**config.mk**
```make
export PLATFORM = sky130hd
export DESIGN_NAME = wb_port_arbiter
export DESIGN_NICKNAME = d
export VERILOG_FILES = /design/src/rtl/wb_port_arbiter.sv
export SDC_FILE = /design/constraint.sdc
export NUM_CORES = 1
export LEC_CHECK = 0
export ABC_AREA = 1
export CORE_UTILIZATION = 49
export CTS_CLUSTER_SIZE = 30
export DETAILED_ROUTE_END_ITERATION = 8
export PLACE_DENSITY = 0.81
export SETUP_SLACK_MARGIN = 0.05
export SLEW_MARGIN = 10
export SYNTH_ARGS = -nofsm -noshare
export SYNTH_HDL_FRONTEND = slang
export SYNTH_SLANG_ARGS = --single-unit
```
**constraint.sdc**
```tcl
create_clock -name clk -period 4.4 [get_ports clk]
set_clock_uncertainty 0.15 [all_clocks]
set_input_delay 0.66 -clock clk [delete_from_list [all_inputs] [get_ports clk]]
set_output_delay 0.66 -clock clk [all_outputs]
set_load 0.01 [all_outputs]
```
**src/rtl/wb_port_arbiter.sv**
```systemverilog
`timescale 1ns/1ps
// Register-file write-port arbiter: writeback always wins, LU results wait in a small FIFO,
// and a scoreboard tracks outstanding LU destinations. Define WBARB_BYPASS_EN for same-cycle LU bypass.
module wb_port_arbiter #(
    parameter int DPW          = 32,
    parameter int DEPTH        = 2,
    parameter int STARVE_LIMIT = 4
) (
    input  logic           clk,
    input  logic           reset,
    input  logic           regwriteW,
    input  logic [4:0]     RdW,
    input  logic [DPW-1:0] resultW,
    input  logic           lu_valid,
    input  logic [4:0]     lu_rd,
    input  logic [DPW-1:0] lu_data,
    output logic           lu_ready,
    input  logic           issue_valid,
    input  logic [4:0]     issue_rd,
    input  logic [4:0]     rs1D,
    input  logic [4:0]     rs2D,
    output logic           stallD,
    output logic           hold_req,
    output logic           rf_we,
    output logic [4:0]     rf_waddr,
    output logic [DPW-1:0] rf_wdata,
    output logic [31:0]    pending
);
    localparam int PTR_W = (DEPTH > 1) ? $clog2(DEPTH) : 1;
    localparam int CNT_W = $clog2(DEPTH + 1);
    localparam int STV_W = $clog2(STARVE_LIMIT + 1);

    logic [4:0]       rd_mem_q  [DEPTH];
    logic [DPW-1:0]   dat_mem_q [DEPTH];
    logic [PTR_W-1:0] head_q, head_d;
    logic [PTR_W-1:0] tail_q, tail_d;
    logic [CNT_W-1:0] count_q, count_d;
    logic [STV_W-1:0] starve_q, starve_d;
    logic             hold_q, hold_d;
    logic [31:0]      pending_q, pending_d;

    logic        pw, fifo_empty, accept, bypass, pop, push, lu_grant;
    logic [31:0] clr_vec, set_vec;

    function automatic logic [PTR_W-1:0] next_ptr(input logic [PTR_W-1:0] p);
        if (p == PTR_W'(DEPTH - 1)) return '0;
        return p + PTR_W'(1);
    endfunction

    assign pw         = regwriteW && (RdW != 5'd0);
    assign fifo_empty = (count_q == '0);
    // lu_ready looks only at the registered count so it never depends on this cycle's grant
    assign lu_ready   = (count_q < CNT_W'(DEPTH));
    assign accept     = lu_valid && lu_ready;
`ifdef WBARB_BYPASS_EN
    assign bypass     = accept && fifo_empty && !pw;
`else
    assign bypass     = 1'b0;
`endif
    assign pop        = !pw && !fifo_empty;
    // x0 results are swallowed at accept and never occupy a FIFO slot
    assign push       = accept && (lu_rd != 5'd0) && !bypass;

    always_comb begin
        rf_we    = 1'b0;
        rf_waddr = 5'd0;
        rf_wdata = '0;
        lu_grant = 1'b0;
        if (pw) begin
            rf_we    = 1'b1;
            rf_waddr = RdW;
            rf_wdata = resultW;
        end else if (pop) begin
            rf_we    = 1'b1;
            rf_waddr = rd_mem_q[head_q];
            rf_wdata = dat_mem_q[head_q];
            lu_grant = 1'b1;
        end else if (bypass && (lu_rd != 5'd0)) begin
            rf_we    = 1'b1;
            rf_waddr = lu_rd;
            rf_wdata = lu_data;
            lu_grant = 1'b1;
        end
    end

    assign clr_vec   = lu_grant ? (32'd1 << rf_waddr) : 32'd0;
    assign set_vec   = (issue_valid && (issue_rd != 5'd0)) ? (32'd1 << issue_rd) : 32'd0;
    // a new issue to the register being retired this cycle must stay pending
    assign pending_d = (pending_q & ~clr_vec) | set_vec;

    assign pending  = pending_q;
    assign hold_req = hold_q;
    assign stallD   = pending_q[rs1D] | pending_q[rs2D] | (issue_valid & pending_q[issue_rd]);

    always_comb begin
        head_d  = pop  ? next_ptr(head_q) : head_q;
        tail_d  = push ? next_ptr(tail_q) : tail_q;
        count_d = count_q;
        case ({push, pop})
            2'b10:   count_d = count_q + CNT_W'(1);
            2'b01:   count_d = count_q - CNT_W'(1);
            default: count_d = count_q;
        endcase
    end

    // A non-empty FIFO that is not popped means the pipeline took the port this cycle
    always_comb begin
        starve_d = starve_q;
        if (pop || fifo_empty)
            starve_d = '0;
        else if (starve_q != STV_W'(STARVE_LIMIT))
            starve_d = starve_q + STV_W'(1);
        hold_d = pop ? 1'b0 : (hold_q | (starve_q == STV_W'(STARVE_LIMIT)));
    end

    always_ff @(posedge clk or posedge reset) begin
        if (reset) begin
            head_q    <= '0;
            tail_q    <= '0;
            count_q   <= '0;
            starve_q  <= '0;
            hold_q    <= 1'b0;
            pending_q <= '0;
        end else begin
            head_q    <= head_d;
            tail_q    <= tail_d;
            count_q   <= count_d;
            starve_q  <= starve_d;
            hold_q    <= hold_d;
            pending_q <= pending_d;
        end
    end

    always_ff @(posedge clk) begin
        if (push) begin
            rd_mem_q[tail_q]  <= lu_rd;
            dat_mem_q[tail_q] <= lu_data;
        end
    end

endmodule
```
==> summary.txt <==
Place
  – RD Place Congestion: 0.920
  – Dpl cell area: 0.00799 mm2
  – Detailed Place HPWL: 12700 um
  – Number of instances in the placed design: 1057
  – Count of input and output buffers: 166

Layout
  – Final Non-Filler Cells: 1089
  – Number of diodes added for antenna fixing: 0
  – Net count reported at finish: 1005
  – Most frequent cells in the layout: sky130_fd_sc_hd__nand2_1, sky130_fd_sc_hd__clkdlybuf4s50_1, sky130_fd_sc_hd__nand3_1
  – Area grow syn2layout: 38.5%
  – Layout cells sized above 1: 6.73%
  – Commonest non-fill, non-tap cell in the layout: sky130_fd_sc_hd__nand2_1
  – Post-layout instance area: 0.00858 mm2

Critical path
  – Critical path buffer and inverter count: 3
  – Category of the worst setup path capture point: output pin
  – Critical Setup Path Class: primary input to output pin
  – Maximum single-stage delay on the critical path: 0.61 ns
  – Standard cell with the maximum stage delay on the critical path: sky130_fd_sc_hd__clkdlybuf4s50_1
  – Internal reg-to-reg setup slack: 2.07 ns
  – Largest delay share family, worst path: buffers and inverters
  – Chain of cells forming the critical path: clkdlybuf4s50_1 > nor2_2 > nand3_2 > nand2_2 > inv_2 > nand2_1 > nand2_2 > clkdlybuf4s50_1
  – Logic depth of the worst register-to-register path: 8
  – Crit path arrival time: 2.85 ns
  – Data required, critical path: 3.59 ns
  – Instance count on the critical path: 8
  – Max Fanout on Critical Path: 18
  – Startpoint class of the critical path: primary input

Drt
  – Via-per-instance ratio: 5.35
  – Routed len/inst: 15.8 um
  – Length of the first detailed-routing pass in iterations: 5
  – Via count: 5829
  – Number of routed nets with antenna violations: 0
  – Total wire length: 17200 um
  – DRC violation count after routing: 0
  – Initial drt markers: 575

Power
  – Power consumption: 5.09 mW
  – Leakage Power: 3.79 nW
  – Largest voltage drop on the vdd net: 313 uV
  – Power density over the cells: 594 mW/mm2

Floorplanning
  – Y dimension of the die: 114 um
  – Ports: 167
  – Std cell rows: 40
  – Total die area: 0.0131 mm2
  – Area of the core region: 0.0122 mm2
  – Chip Width: 114 um
  – Starting density of the core: 51.0%

Logic synthesis
  – Post-Synthesis Mean Instance Area: 8.29 um2
  – Area of the mapped netlist: 0.00620 mm2
  – Mapped Nets: 845
  – Number of flip-flops and latches in the synthesized netlist: 114
  – Sequential area share after synthesis: 52.0%
  – Post-Synthesis Cells: 748
  – Synth cell types: 31
  – Yosys warnings: 0

STA
  – Highest attainable clock frequency: 0.273 GHz
  – Final worst path period need: 3.66 ns
  – Final-report hold violation count: 0
  – Worst slew margin relative to its limit: 38.6%
  – Sum of negative setup slack: 0 ns
  – Transition time at the pin with the least slew margin: 0.920 ns
  – Number of endpoints failing setup at the final stage: 0
  – Max-slew violation total from the final report: 0
  – Final clock period utilization by the worst path: 83.2%
  – Unrepaired setup endpoints after global routing: no
  – Worst hold margin: 0.363 ns

Clock tree
  – Number of H-tree levels: 4
  – Number of buffers added by the clock tree synthesis step: 17
  – Clock tree from TritonCTS: yes
  – Root Buffer: sky130_fd_sc_hd__clkbuf_16
  – Clock edge transition at the registers on the reported setup and hold paths: 0.06 ns
  – Clock tree sinks: 114
  – Hold bufs inserted after CTS: 0
  – Post-CTS Setup Bufs: 0
  – Worst-skew pair later-pin latency: 0.41 ns
  – Post-CTS resize count: 0
  – Buffers from clock root to sink, at most: 2

GRT
  – Antenna violations before repair: 0
  – GRT Overall Usage: 28.0%
  – Wire length of the first global-routing pass: 27800 um
  – Number of global-route vias before repair: 5582
  – Remaining global-route overflow: 0
  – Pin count of the biggest net entering global routing: 41

Status
  – Status: finished, final reports clean

Worst hold path
  – Worst hold path depth: 2
  – Hold WC Path Type: register to register

Flow run
  – Total of max-cap violations: 0
logic make-up after synthesis:
group | Yosys count | synth area share (%)
flip-flops | 114 | 52.0
AND/OR/NAND/NOR | 431 | 30.6
buffers and inverters | 102 | 6.86
XOR/XNOR | 6 | 0.848
adder cells (fa/ha/maj) | 3 | 0.606
AO/OA/AOI/OAI | 92 | 9.07
flip-flops by register name (all words and copies together) (netlist names):
| signal | count |
|---|---|
| dat_mem_q | 64 |
| starve_q | 3 |
| count_q | 2 |
| head_q | 1 |
| hold_req | 1 |
| rd_mem_q | 10 |
| tail_q | 1 |
| pending | 32 |
tightest hold or removal path: cells and delay by family (launching register included):
kind            cells  cell delay (ns)
compound gates      1             0.05
simple gates        1             0.09
flops               1             0.34
metrics by stage:
stage	setup WS [ns]	util, %
6_report	0.737	70.6
5_1_grt	0.625	70.6
4_1_cts	0.755	70.6
3_5_place_dp	0.764	65.7
3_3_place_gp	0.803	65.7
2_1_floorplan	1.36	-
final timing paths:
kind                             from     endpoint
setup / recovery               RdW[2]  rf_waddr[3]
hold / removal               hold_req     hold_req
setup reg to reg           count_q[0]   count_q[1]
hold reg to reg              hold_req     hold_req
max in group asynchronous       reset  pending[16]
min in group asynchronous       reset  starve_q[0]
cells in the mapped netlist (all sizes together):
master | number | area (um2)
or2 | 1 | 6.26
inv | 67 | 251
nand4 | 34 | 213
dfrtp | 40 | 1000
a21oi | 42 | 210
nand3b | 2 | 15.0
buf | 14 | 95.1
o21ai | 17 | 104
clkbuf | 21 | 78.8
xor2 | 4 | 35.0
o211ai | 1 | 7.51
nor3 | 1 | 5.00
nand2 | 242 | 930
edfxtp | 74 | 2220
a21o | 32 | 240
xnor2 | 2 | 17.5
nor2 | 58 | 258
ha | 3 | 37.5
nand3 | 93 | 470
routing by layer:
layer / track usage, % / wire (um)
met1: 34.8 / 7100
met2: 46.4 / 8230
met3: 7.36 / 1340
met4: 11.8 / 520
met5: 0 / 0
area by class of cell:
| class | instances | area, um2 |
|---|---|---|
| well taps | 168 | 210 |
| clock buffers | 20 | 479 |
| inverters | 67 | 251 |
| fillers | 933 | 3580 |
| multi-input cells | 532 | 2560 |
| clock inverters | 12 | 118 |
| repair buffers | 176 | 1740 |
| flip-flops and latches | 114 | 3220 |
report_power, final:
group | internal, mW | switching [mW] | total, mW
logic | 0.877 | 1.12 | 2.00
clock network | 0.853 | 0.496 | 1.35
registers | 1.45 | 0.294 | 1.75
total | 3.19 | 1.91 | 5.09
Note: power is estimated with default switching activity, not from simulation.
